==> src/rtl/edge_drawer_if.sv <==
// Pixel-write port between the edge drawer and the framebuffer.
// The drawer is the master; the framebuffer answers with ready.
interface edge_drawer_if;
    logic       we;
    logic [6:0] x;
    logic [5:0] y;
    logic [2:0] data;
    logic       ready;

    modport master (output we, output x, output y, output data, input ready);
    modport slave  (input we, input x, input y, input data, output ready);
endinterface

==> src/rtl/edge_drawer.sv <==
// Rasterises one axis-aligned square edge into pixel writes on a 128x64 grid.
// It pulses donedge when the edge is finished or skipped, then holds off for GUARD cycles.
module edge_drawer #(
    parameter int GUARD = 2
) (
    input  logic          clock,
    input  logic          reset,
    input  logic [2:0]    etype,
    input  logic [6:0]    xstart,
    input  logic [6:0]    xend,
    input  logic [5:0]    ystart,
    input  logic [5:0]    yend,
    input  logic [2:0]    color,
    edge_drawer_if.master pix,
    output logic          donedge,
    output logic          busy
);

    localparam logic [2:0] S_IDLE   = 3'd0;
    localparam logic [2:0] S_SETTLE = 3'd1;
    localparam logic [2:0] S_LOAD   = 3'd2;
    localparam logic [2:0] S_DRAW   = 3'd3;
    localparam logic [2:0] S_DONE   = 3'd4;
    localparam logic [2:0] S_GUARD  = 3'd5;

    localparam int            GW         = (GUARD > 1) ? $clog2(GUARD) : 1;
    localparam logic [GW-1:0] GUARD_LAST = GW'((GUARD > 0) ? GUARD - 1 : 0);

    logic [2:0]    state;
    logic [6:0]    cur_x;
    logic [6:0]    end_x;
    logic [5:0]    cur_y;
    logic [5:0]    end_y;
    logic [2:0]    edge_color;
    logic          vertical;
    logic [GW-1:0] guard_cnt;

    logic load_vert;
    logic load_horz;
    logic load_ok;

    assign load_vert = (etype == 3'b001);
    assign load_horz = (etype == 3'b010);
    assign load_ok   = (load_vert && (ystart <= yend)) || (load_horz && (xstart <= xend));

    // Only latched coordinates drive the cursor, so upstream changes after LOAD are harmless.
    always_ff @(posedge clock) begin
        if (reset) begin
            state      <= S_IDLE;
            cur_x      <= '0;
            cur_y      <= '0;
            end_x      <= '0;
            end_y      <= '0;
            edge_color <= '0;
            vertical   <= 1'b0;
            guard_cnt  <= '0;
        end else begin
            case (state)
                S_IDLE: begin
                    if (etype[1:0] != 2'b00) begin
                        state <= S_SETTLE;
                    end
                end
                S_SETTLE: begin
                    state <= S_LOAD;
                end
                S_LOAD: begin
                    cur_x      <= xstart;
                    cur_y      <= ystart;
                    end_x      <= xend;
                    end_y      <= yend;
                    edge_color <= color;
                    vertical   <= load_vert;
                    state      <= load_ok ? S_DRAW : S_DONE;
                end
                S_DRAW: begin
                    // Equality against the end coordinate stops the walk before any wrap at 127/63.
                    if (pix.ready) begin
                        if (vertical) begin
                            if (cur_y == end_y) begin
                                state <= S_DONE;
                            end else begin
                                cur_y <= cur_y + 6'd1;
                            end
                        end else begin
                            if (cur_x == end_x) begin
                                state <= S_DONE;
                            end else begin
                                cur_x <= cur_x + 7'd1;
                            end
                        end
                    end
                end
                S_DONE: begin
                    guard_cnt <= '0;
                    state     <= (GUARD == 0) ? S_IDLE : S_GUARD;
                end
                S_GUARD: begin
                    if (guard_cnt == GUARD_LAST) begin
                        state <= S_IDLE;
                    end else begin
                        guard_cnt <= guard_cnt + GW'(1);
                    end
                end
                default: begin
                    state <= S_IDLE;
                end
            endcase
        end
    end

    assign pix.we   = (state == S_DRAW);
    assign pix.x    = cur_x;
    assign pix.y    = cur_y;
    assign pix.data = edge_color;
    assign donedge  = (state == S_DONE);
    assign busy     = (state != S_IDLE);

endmodule

==> src/flat_wrapper.sv <==
// flat-port wrapper written by rule: the top's interface ports become plain ports
module edge_drawer_flat 
#(
    parameter int GUARD = 2
)
  (clock, reset, etype, xstart, xend, ystart, yend, color, donedge, busy, pix_we, pix_x, pix_y, pix_data, pix_ready);
  edge_drawer_if pix_i ();
  input  logic clock;
  input  logic reset;
  input  logic [2:0] etype;
  input  logic [6:0] xstart;
  input  logic [6:0] xend;
  input  logic [5:0] ystart;
  input  logic [5:0] yend;
  input  logic [2:0] color;
  output logic donedge;
  output logic busy;
  output wire logic [$bits(pix_i.we)-1:0] pix_we;
  output wire logic [$bits(pix_i.x)-1:0] pix_x;
  output wire logic [$bits(pix_i.y)-1:0] pix_y;
  output wire logic [$bits(pix_i.data)-1:0] pix_data;
  input wire logic [$bits(pix_i.ready)-1:0] pix_ready;
  assign pix_we = pix_i.we;
  assign pix_x = pix_i.x;
  assign pix_y = pix_i.y;
  assign pix_data = pix_i.data;
  assign pix_i.ready = pix_ready;
  edge_drawer #(.GUARD(GUARD)) u_core (.clock(clock), .reset(reset), .etype(etype), .xstart(xstart), .xend(xend), .ystart(ystart), .yend(yend), .color(color), .pix(pix_i), .donedge(donedge), .busy(busy));
endmodule
==> config.mk <==
export PLATFORM = sky130hd
export DESIGN_NAME = edge_drawer_flat
export DESIGN_NICKNAME = d
export VERILOG_FILES = /design/src/rtl/edge_drawer_if.sv /design/src/rtl/edge_drawer.sv /design/src/flat_wrapper.sv
export SDC_FILE = /design/constraint.sdc
export NUM_CORES = 1
export LEC_CHECK = 0
export BUFFER_PORTS_ARGS = -buffer_cell sky130_fd_sc_hd__buf_2
export CELL_PAD_IN_SITES_DETAIL_PLACEMENT = 2
export CELL_PAD_IN_SITES_GLOBAL_PLACEMENT = 2
export CORE_MARGIN = 3
export CORE_UTILIZATION = 30
export CTS_CLUSTER_SIZE = 20
export DETAILED_ROUTE_END_ITERATION = 7
export PLACE_DENSITY = 0.76
export SYNTH_ARGS = -nofsm -noshare
export SYNTH_HDL_FRONTEND = slang
export SYNTH_SLANG_ARGS = --single-unit
==> constraint.sdc <==
create_clock -name clock -period 2.4 [get_ports clock]
set_input_delay 0.12 -clock clock [delete_from_list [all_inputs] [get_ports clock]]
set_output_delay 0.12 -clock clock [all_outputs]
set_load 0.01 [all_outputs]
* Word level (Yosys, flattened, before mapping)
Cells that the tools add are included.
** Storage, ports and cells
- Bits of input ports :: 35
- Output and inout port bits :: 19
- Bits in registers :: 34
- Logic and storage cells :: 60
** Operators by class
- Add/sub/neg operators :: 3
- Muxes and demuxes :: 18
- Equality and inequality tests :: 18
- Reduce and logical (&&, ||, !) cells :: 11
- $lt $le $gt $ge :: 2
** Operators with widths (number)
- $mux 3 :: 7
- $mux 7 :: 3
- $mux 6 :: 3
- $pmux 3 s6 :: 1
- $pmux 7 s2 :: 1
- $pmux 6 s2 :: 1
- $eq 3x2->1 const B :: 3
- $ne 2x1->1 const B :: 4
- $reduce_and 4->1 :: 2
- $add 7x1->7 const B :: 1
- $eq 7x7->1 :: 1
- $le 7x7->1 :: 1
- $add 6x1->6 const B :: 1
- $eq 3x1->1 const B :: 2
- $eq 3x3->1 const B :: 2
- $eq 6x6->1 :: 1
- $le 6x6->1 :: 1
- $ne 2x2->1 const B :: 3
- $reduce_bool 2->1 :: 3
- $reduce_and 5->1 :: 1
- $logic_not 3->1 :: 1
- $ne 3x1->1 const B :: 1
- $ne 3x3->1 const B :: 1
- $reduce_bool 3->1 :: 1
- 5 further kinds :: 6

* Longest topological paths before layout
Gate-level depths: netlist of run 1.
- Depth after elaboration :: 5
- Mapped depth :: 8

* Least setup slack after synthesis of run 1
OpenSTA, ideal clock, no wires.
- Kind :: register to register
- From :: register u_core.cur_x[0], in the netlist u_core.pix.x[0]
- To :: register u_core.cur_x[6], in the netlist u_core.pix.x[6]
- Data required time :: 2.283 ns
- Data arrival time :: 1.615 ns
- Setup time :: 0.117 ns
- Stages on the path, launching flop included :: 6
- Setup slack :: 0.668 ns
- Cells stage by stage :: dfxtp_1 ha_1 nand3_1 or2_2 or3_1 a32o_1
** Between the ends
- Word-level cells in the longest chain between the ends :: 5
** RTL lines
- start: declaration :: RTL line edge_drawer.sv:30 : logic [6:0] cur_x;
- start signal: assignment :: RTL line edge_drawer.sv:68 : cur_x <= xstart;
- start signal: assignment :: RTL line edge_drawer.sv:89 : cur_x <= cur_x + 7'd1;
- $add 7x1->7 :: RTL line edge_drawer.sv:89
- $mux 7 :: RTL line edge_drawer.sv:86 : if (cur_x == end_x) begin
- $mux 7 :: RTL line edge_drawer.sv:79 : if (vertical) begin
- $mux 7 :: RTL line edge_drawer.sv:78 : if (pix.ready) begin
- $pmux 7 s2 :: RTL line edge_drawer.sv:58 : case (state)
Parallel ways exist; a longest one is shown, timed or not. The select of a mux whose other input is x is not followed.
A chain may end at the register's enable or synchronous reset.

* Worst setup path in the final report of run 1
- From :: register u_core.state[1]
- To :: register u_core.cur_y[1], in the netlist u_core.pix.y[1]
** Between the ends
- Word-level cells in the longest chain between the ends :: 3
** RTL lines
- start: declaration :: RTL line edge_drawer.sv:29 : logic [2:0] state;
- start signal: assignment :: RTL line edge_drawer.sv:74 : state <= load_ok ? S_DRAW : S_DONE;
- start signal: assignment :: RTL line edge_drawer.sv:96 : state <= (GUARD == 0) ? S_IDLE : S_GUARD;
- $eq 3x2->1 :: RTL line edge_drawer.sv:58
- $ne 2x1->1 (no source line) (tied with other cells)
- $reduce_and 4->1 (no source line)
- end signal: assignment :: RTL line edge_drawer.sv:69 : cur_y <= ystart;
- end signal: assignment :: RTL line edge_drawer.sv:83 : cur_y <= cur_y + 6'd1;
- end: declaration :: RTL line edge_drawer.sv:32 : logic [5:0] cur_y;
Parallel ways exist; a longest one is shown, timed or not.

==> flow_summary_export.csv, run 1 <==
group,metric,value,unit
status,status,"finished clean",
pwr,comb_power_share,0.217,
min_path,min_path_type,"primary input to flip-flop",
floorplanning,core-area,6980,um^2
route,via_per_inst,5.28,
global_routing,grt_pass1_wl,12800,um
global_routing,grt-ovfl-total,0,
clock_network,clock-root-buffer,"clkbuf_8",
setup_path,crit_type,"flip-flop to flip-flop",
yosys,yosys_warnings,0,
global_routing,use_met3,0.0361,
route,wl_per_cell,17.7,um
route,dr.pass1.iters,4,
setup_path,critical-path-max-stage-delay,0.49,ns
yosys,syn_nets,332,
pwr,ir_worst_vdd,0.199,mV
floorplanning,die_w,91.8,um
cells_and_area,area_growth,23.6,%
global_routing,grt_util_met1,0.230,
clock_network,h-tree-depth,2,
clock_network,cts_made_buffers,5,
global_routing,globalRoute.busiestLayer,"met2",
setup_path,crit_path_end_kind,"flip-flop",
yosys,synth_ff_type,"dfxtp_1",
pwr,swShare,0.292,
pwr,p_leak,0.00115,uW
cells_and_area,post-route-util,0.391,
clock_network,clkTransAtPathRegs,0.08,ns
clock_network,post_cts_resized,0,
min_path,min_path_cells,3,
yosys,postSynthAreaPerCell,7.83,um^2
clock_network,cts_sinks,34,
placement,placed_cells,424,
placement,io_buffers,53,
job,cap_violations,0,
floorplanning,initial_utilization,0.316,
min_path,worstHoldStart,"color[2]",
route,drt_wl_total,7670,um
route,vias,2279,
floorplanning,die_area,8430,um^2
sta,clock.fmax,499,MHz
route,drt_iter0_drc,71,
pwr,power_switching,487,uW
setup_path,cp.arrival,2.16,ns
global_routing,antenna_found_initial,0,
sta,fin_tns_setup,0,ns
cells_and_area,diodes,0,
clock_network,tritoncts,"built",
yosys,async_flop_share,0,
setup_path,cp.required,2.56,ns
setup_path,r2r_cells,6,
global_routing,first_global_vias,2441,
placement,gp_congestion,0.823,
setup_path,critPathLaunchType,"flip-flop",
route,drcViolationCount,0,
pwr,clkPwrFrac,0.404,
floorplanning,dieHeight,91.8,um
sta,finalMaxSlewViolations,0,
floorplanning,io_pins,54,
yosys,synthCells,282,
setup_path,crit_fanout,17,
clock_network,clk_latency,0.29,ns
sta,rsz0062_at_grt,"no",
sta,tightestPinTransition,0.730,ns
yosys,synth_edf_count,0,
min_path,hold_end,"u_core.pix.data[2]",
setup_path,r2r_slack,0.39,ns
sta,post-route-period-util,0.836,
pwr,power,1670,uW
yosys,synth_area,2210,um^2
yosys,yosysSeqAreaShare,0.308,
clock_network,ctsHoldBuffers,0,
pwr,p_per_area,612,nW/um^2
sta,period_needed,2.01,ns
floorplanning,num_rows,30,
cells_and_area,fin_cells,432,
yosys,synth-seq-cells,34,
yosys,synth_cell_types,47,
global_routing,grt_usage,0.192,
sta,finalHoldViolations,0,
cells_and_area,layout.nets,385,
cells_and_area,fill_cells,860,
sta,worst_clock_skew,0.00507,ns
placement,place_hpwl,5900,um
pwr,p_int,1180,uW
sta,relSlewSlack,0.513,
clock_network,clockBufferDepth,2,
setup_path,cpMaxStageDelayCell,"dfxtp_1",
sta,setup_viol,0,
clock_network,cts_setup_buffers,0,
route,ant_nets,0,
pwr,seqPwrFrac,0.379,
global_routing,grt_max_degree,37,
setup_path,r2r_start,"u_core.state[1]",
global_routing,grt_use_met2,0.350,
setup_path,worstPathCellList,"nor2b_1, buf_4, nand2_1, mux2_2, mux2i_1, nor2_1",
cells_and_area,drive_gt1_frac,0.232,
setup_path,r2r-end,"u_core.pix.y[1]",
## worst max path at each step
stage / slack [ns] / end / start / depth (start not counted)
4_1_cts: 0.34 / u_core.pix.y[1] / u_core.pix.y[0] / 5
6_report: 0.39 / u_core.pix.y[1] / u_core.state[1] / 6
3_5_place_dp: 0.39 / u_core.pix.y[1] / u_core.pix.y[0] / 5
5_1_grt: 0.20 / u_core.pix.y[0] / u_core.pix.y[0] / 5
3_3_place_gp: 0.49 / u_core.pix.y[0] / u_core.pix.y[0] / 5
2_1_floorplan: 0.67 / u_core.pix.x[6] / u_core.pix.x[0] / 5
## power by group through the flow
| stage | clock [uW] | combinational (uW) | sequential [uW] |
|---|---|---|---|
| global route | 712 | 408 | 638 |
| global placement | 0 | 353 | 643 |
| detailed placement | 0 | 362 | 645 |
| finish | 675 | 362 | 632 |
| CTS | 692 | 369 | 633 |
| floorplan | 0 | 233 | 630 |
## stage by stage
stage               worst slack [ns]  area, um^2  hold slack (ns)
floorplan                      0.668        2210            0.256
global placement               0.487        2590            0.362
detailed placement             0.385        2590            0.368
CTS                            0.335        2730           0.0526
global route                   0.200        2730           0.0766
finish                         0.394        2730           0.0592
## routing by layer
| layer | vias up | part of all wire |
|---|---|---|
| met4 | 0 | 0.012 |
| met1 | 1113 | 0.44 |
| li1 | 1110 | - |
| met5 | - | 0 |
| met3 | 7 | 0.040 |
| met2 | 49 | 0.51 |
## cells in the final DEF, fill, tap and decap left out, types with 8 or more instances in the layout
cell     synthesis  routed
nand2_1         51      51
buf_2            9      53
a21oi_1         28      28
dfxtp_1         34      34
or3_1            8       8
inv_1           17      17
ha_1            15      15
xnor2_1         13      13
buf_4            0       8
nor2_1          15      15
## state kept, by name, summed over array words and instances, names as in the netlist
name              flops
u_core.vertical       1
u_core.pix.x          7
u_core.state          3
u_core.end_y          6
u_core.end_x          7
u_core.guard_cnt      1
u_core.pix.data       3
u_core.pix.y          6
## kinds of logic (layout without fill, tap and decap cells)
| family | Yosys count | count (layout) | share of synthesized area |
|---|---|---|---|
| AND/OR/NAND/NOR | 118 | 118 | 0.263 |
| AO/OA/AOI/OAI | 65 | 65 | 0.210 |
| flip-flops | 34 | 34 | 0.308 |
| buffers and inverters | 32 | 86 | 0.0595 |
| adder cells (fa/ha/maj) | 15 | 15 | 0.0850 |
| XOR/XNOR | 13 | 13 | 0.0516 |
| multiplexers | 5 | 5 | 0.0232 |
## cell type report
cell class | instances | area [um^2] | area share
repair buffers | 61 | 325 | 0.119
inverters | 17 | 63.8 | 0.0234
well taps | 96 | 120 | 0.0440
multi-input cells | 216 | 1400 | 0.512
clock buffers | 6 | 82.6 | 0.0303
clock inverters | 2 | 60.1 | 0.0220
flip-flops and latches | 34 | 681 | 0.249
## cells in the mapped netlist (3+ instances only)
library cell / instances / area share
o21ai_0: 5 / 0.011
buf_2: 9 / 0.020
ha_1: 15 / 0.085
nor2_1: 15 / 0.025
nor2b_1: 3 / 0.0085
nand2_1: 51 / 0.087
a21oi_1: 28 / 0.063
dfxtp_1: 34 / 0.31
nor3_1: 5 / 0.011
clkbuf_1: 6 / 0.010
or3_1: 8 / 0.023
nand3_1: 7 / 0.016
o31ai_1: 5 / 0.017
xnor2_1: 13 / 0.052
nand4_1: 5 / 0.014
inv_1: 17 / 0.029
o211ai_1: 3 / 0.010
mux2i_1: 4 / 0.018
nor4_1: 4 / 0.011
nand2b_1: 7 / 0.020
a32o_1: 4 / 0.018
## critical path: cells and delay by family (launching register included)
family	cells	cell delay (ns)
multiplexers	2	0.58
flip-flops	1	0.49
AND/OR/NAND/NOR	3	0.62
buffers and inverters	1	0.18
Note: power is estimated with default switching activity, not from simulation.
==> run 2, diff against run 1 <==
--- a/config.mk
+++ b/config.mk
@@ -9,10 +9,10 @@
 export CELL_PAD_IN_SITES_DETAIL_PLACEMENT = 2
 export CELL_PAD_IN_SITES_GLOBAL_PLACEMENT = 2
 export CORE_MARGIN = 3
-export CORE_UTILIZATION = 30
+export CORE_UTILIZATION = 27
 export CTS_CLUSTER_SIZE = 20
 export DETAILED_ROUTE_END_ITERATION = 7
-export PLACE_DENSITY = 0.76
+export PLACE_DENSITY = 0.72
 export SYNTH_ARGS = -nofsm -noshare
 export SYNTH_HDL_FRONTEND = slang
 export SYNTH_SLANG_ARGS = --single-unit
==> constraint.sdc (replaced) <==
create_clock -name clock -period 1.82 [get_ports clock]
set_input_delay 0.091 -clock clock [delete_from_list [all_inputs] [get_ports clock]]
set_output_delay 0.091 -clock clock [all_outputs]
set_load 0.01 [all_outputs]
==> flow_summary_export.csv, run 2 (same netlist as run 1, synthesis figures left out) <==
group,metric,value,unit
status,status,"finished clean",
cells_and_area,final_cell_mix,"53 x buf_2, 51 x nand2_1, 31 x dfxtp_1",
clock_network,clkTransAtPathRegs,0.08,ns
sta,finalMaxSlewViolations,0,
route,drcViolationCount,0,
global_routing,antenna_found_initial,0,
pwr,p_leak,0.00120,uW
placement,gp_congestion,0.792,
clock_network,tritoncts,"built",
global_routing,grt_max_degree,25,
floorplanning,num_rows,32,
setup_path,crit_type,"flip-flop to flip-flop",
route,vias,2332,
floorplanning,die_area,9300,um^2
floorplanning,dieHeight,96.4,um
setup_path,critPathLaunch,"u_core.pix.y[1]",
setup_path,crit_path_end_kind,"flip-flop",
route,via_per_inst,5.17,
setup_path,r2r_start,"u_core.pix.y[1]",
placement,place_hpwl,6250,um
job,cap_violations,0,
cells_and_area,area_growth,27.1,%
cells_and_area,drive_gt1_frac,0.272,
global_routing,grt-ovfl-total,0,
sta,clock.fmax,586,MHz
sta,period_needed,1.71,ns
pwr,p_per_area,699,nW/um^2
setup_path,cp.arrival,1.94,ns
floorplanning,core-area,7850,um^2
route,dr.pass1.iters,4,
sta,finalHoldViolations,0,
floorplanning,die_w,96.4,um
sta,post-route-period-util,0.937,
placement,io_buffers,53,
sta,fin_tns_setup,0,ns
clock_network,clockBufferDepth,2,
sta,rsz0062_at_grt,"no",
clock_network,cts_made_buffers,5,
floorplanning,initial_utilization,0.281,
min_path,worstHoldStart,"color[1]",
pwr,ir_worst_vdd,0.261,mV
clock_network,clk_latency,0.30,ns
clock_network,h-tree-depth,2,
setup_path,critPathLaunchType,"flip-flop",
clock_network,cts_sinks,34,
global_routing,grt_usage,0.177,
clock_network,cts_setup_buffers,0,
route,drt_wl_total,7950,um
route,ant_nets,0,
route,drt_iter0_drc,95,
cells_and_area,final_common_cell,"buf_2",
min_path,min_path_type,"primary input to flip-flop",
setup_path,cp.required,2.06,ns
sta,tightestPinTransition,0.611,ns
cells_and_area,layout.nets,398,
sta,worst_clock_skew,0.00917,ns
sta,setup_viol,0,
cells_and_area,diodes,0,
pwr,power,1960,uW
sta,relSlewSlack,0.591,
global_routing,grt_pass1_wl,12500,um
global_routing,first_global_vias,2486,
route,wl_per_cell,17.6,um
setup_path,crit_fanout,5,
cells_and_area,post-route-util,0.358,
floorplanning,io_pins,54,
clock_network,clock-root-buffer,"clkbuf_8",
run 2: what timing repair did:
| action | in CTS | in global routing |
|---|---|---|
| gates resized for setup | 0 | 5 |
| hold buffers | 0 | 0 |
| setup endpoints to repair | 0 | 8 |
run 2: final timing paths:
path	to	slack, ns	cells past startpoint
setup reg to reg	u_core.state[2]	0.11	5
setup / recovery	u_core.state[2]	0.11	5
hold reg to reg	u_core.pix.data[0]	0.47	2
hold / removal	u_core.pix.data[1]	0.03	3
run 2: cell type report:
| class | count | area, um^2 |
|---|---|---|
| clock buffers | 6 | 82.6 |
| clock inverters | 2 | 12.5 |
| fillers | 968 | 5040 |
| inverters | 17 | 63.8 |
| multi-input cells | 216 | 1400 |
| flip-flops and latches | 34 | 684 |
| well taps | 102 | 128 |
| repair buffers | 74 | 435 |
run 2: report_power, final:
part | internal, uW | total (uW) | leakage, uW | switching (uW)
registers | 779 | 810 | 0.000276 | 30.8
clock network | 305 | 624 | 0.0000472 | 319
logic | 215 | 529 | 0.000881 | 314
run 2: worst max-delay path, stage by stage, from the launching register on:
cell       delay, ns
dfxtp_1         0.45
xnor2_1         0.15
nand4_1         0.20
or3_4           0.41
a2111oi_4       0.31
a211o_1         0.13
run 2: metrics by stage:
stage	hold slack (ns)	std cells	setup WS [ns]	cell area, um^2
finish	0.0300	451	0.115	2810
CTS	0.0288	451	0.0435	2800
detailed placement	0.349	443	0.0848	2700
global placement	0.335	443	0.121	2700
floorplan	0.227	282	0.0877	2210
global route	0.0374	451	0.00599	2810
run 2: per-layer routing:
layer	global-route usage	vias to the layer above	share of wire
met3	0.0325	7	0.045
met1	0.217	1140	0.44
met4	0.0444	0	0.011
met2	0.318	53	0.50
li1	-	1132	-
met5	0	-	0
==> run 3, diff against run 2 <==
--- a/config.mk
+++ b/config.mk
@@ -12,7 +12,7 @@
 export CORE_UTILIZATION = 27
 export CTS_CLUSTER_SIZE = 20
 export DETAILED_ROUTE_END_ITERATION = 7
-export PLACE_DENSITY = 0.72
+export PLACE_DENSITY = 0.81
 export SYNTH_ARGS = -nofsm -noshare
 export SYNTH_HDL_FRONTEND = slang
 export SYNTH_SLANG_ARGS = --single-unit
==> flow_summary_export.csv, run 3 (same netlist as run 1, synthesis figures left out) <==
group,metric,value,unit
pwr,p_per_area,695,nW/um^2
setup_path,cp.required,2.06,ns
placement,place_hpwl,6650,um
global_routing,grt_pass1_wl,13500,um
pwr,p_int,1310,uW
sta,fin_tns_setup,0,ns
route,wl_per_cell,18.7,um
clock_network,cts_sinks,34,
setup_path,cpMaxStageDelayCell,"or3_4",
cells_and_area,layout.nets,402,
pwr,swShare,0.335,
global_routing,grt_usage,0.192,
clock_network,clockBufferDepth,2,
clock_network,cts_setup_buffers,0,
setup_path,critPathLaunchType,"flip-flop",
floorplanning,core-area,7850,um^2
cells_and_area,final_cell_mix,"53 x buf_2, 51 x nand2_1, 31 x dfxtp_1",
sta,period_needed,1.77,ns
floorplanning,initial_utilization,0.281,
pwr,ir_worst_vdd,0.350,mV
setup_path,cp_num_buf_inv,0,
setup_path,worstPathCellList,"xnor2_1, nand4_1, or3_4, a2111oi_4, a211o_1",
cells_and_area,final_area,2830,um^2
cells_and_area,area_growth,28.2,%
min_path,min_path_type,"primary input to flip-flop",
pwr,seqPwrFrac,0.414,
pwr,comb_power_share,0.278,
sta,relSlewSlack,0.704,
setup_path,crit_path_end_kind,"flip-flop",
placement,dp_slack,0.0382,ns
pwr,power_switching,660,uW
global_routing,antenna_found_initial,0,
cells_and_area,diodes,0,
route,drt_wl_total,8490,um
global_routing,first_global_vias,2660,
floorplanning,dieHeight,96.4,um
setup_path,crit_fanout,3,
sta,worst_clock_skew,0.00588,ns
global_routing,globalRoute.busiestLayer,"met2",
clock_network,tritoncts,"built",
clock_network,clk_latency,0.29,ns
sta,rsz0062_at_grt,"yes",
route,vias,2406,
sta,clock.fmax,565,MHz
cells_and_area,drive_gt1_frac,0.278,
floorplanning,die_w,96.4,um
route,dr.pass1.iters,4,
route,drcViolationCount,0,
clock_network,h-tree-depth,2,
global_routing,grt_util_met1,0.223,
cells_and_area,final_common_cell,"buf_2",
floorplanning,num_rows,32,
sta,timing.final.ws_setup,0.0490,ns
clock_network,clkTransAtPathRegs,0.07,ns
floorplanning,io_pins,54,
route,drt_iter0_drc,52,
global_routing,grt-ovfl-total,0,
clock_network,clock-root-buffer,"clkbuf_8",
sta,finalHoldViolations,0,
placement,gp_congestion,0.845,
sta,setup_viol,0,
placement,io_buffers,53,
setup_path,critical-path-max-stage-delay,0.44,ns
status,status,"finished clean",
route,via_per_inst,5.29,
sta,post-route-period-util,0.973,
sta,tightestPinTransition,0.444,ns
global_routing,use_met3,0.0333,
setup_path,cp_top_family,"simple AND/OR/NAND/NOR gates",
setup_path,cp.arrival,2.01,ns
clock_network,ctsHoldBuffers,0,
pwr,clkPwrFrac,0.308,
global_routing,grt_max_degree,20,
job,cap_violations,0,
placement,postPlaceCellArea,2730,um^2
pwr,p_leak,0.00123,uW
floorplanning,die_area,9300,um^2
route,ant_nets,0,
setup_path,crit_type,"flip-flop to flip-flop",
global_routing,grt_use_met2,0.350,
sta,hold_ws,0.0387,ns
sta,finalMaxSlewViolations,0,
clock_network,cts_made_buffers,5,
[run 3: cell count changes in the layout (fill, tap and decap cells not counted)]
cell        before  now
buf_4           20   24
clkbuf_1         0    1
clkinvlp_4       1    0
nor2_1          15   14
nor2_2           0    1
or3_1            7    8
or3_4            2    1
[run 3: routing by layer]
layer / up-vias / share of wire
li1: 1147 / -
met2: 73 / 0.50
met4: 0 / 0.028
met5: - / 0
met1: 1166 / 0.42
met3: 20 / 0.048
[run 3: power by group through the flow]
stage          logic [uW]  clock network [uW]  registers [uW]
4_1_cts               547                 615             814
6_report              547                 606             815
3_5_place_dp          540                   0             831
2_1_floorplan         308                   0             830
3_3_place_gp          517                   0             827
5_1_grt               606                 655             820
[run 3: layout make-up]
| class | count | area (um^2) |
|---|---|---|
| fillers | 943 | 5020 |
| flip-flops and latches | 34 | 684 |
| multi-input cells | 216 | 1400 |
| inverters | 17 | 63.8 |
| repair buffers | 78 | 465 |
| clock inverters | 1 | 5.00 |
| well taps | 102 | 128 |
| clock buffers | 7 | 86.3 |
[run 3: path summary, 6_finish.rpt]
path / startpoint / to / slack (ns) / cells past startpoint
worst max-delay path: u_core.pix.x[4] / u_core.state[2] / 0.05 / 5
worst min-delay path: color[0] / u_core.pix.data[0] / 0.04 / 3
worst max register to register: u_core.pix.x[4] / u_core.state[2] / 0.05 / 5
worst min register to register: u_core.pix.data[2] / u_core.pix.data[2] / 0.46 / 2
[run 3: timing repair]
action,in CTS,in global routing
setup endpoints to repair,1,8
resized for setup,1,4
pin swaps,0,0
[run 3: metrics by stage]
step | cells | util | power (uW)
floorplan | 282 | - | 1140
global placement | 447 | 0.348 | 1340
detailed placement | 447 | 0.348 | 1370
CTS | 455 | 0.360 | 1980
global route | 455 | 0.361 | 2080
finish | 455 | 0.361 | 1970
[run 3: worst register-to-register path, cell delays in order, from the launching register on]
cell	delay, ns
dfxtp_1	0.32
xnor2_1	0.20
nand4_1	0.22
or3_4	0.44
a2111oi_4	0.39
a211o_1	0.14
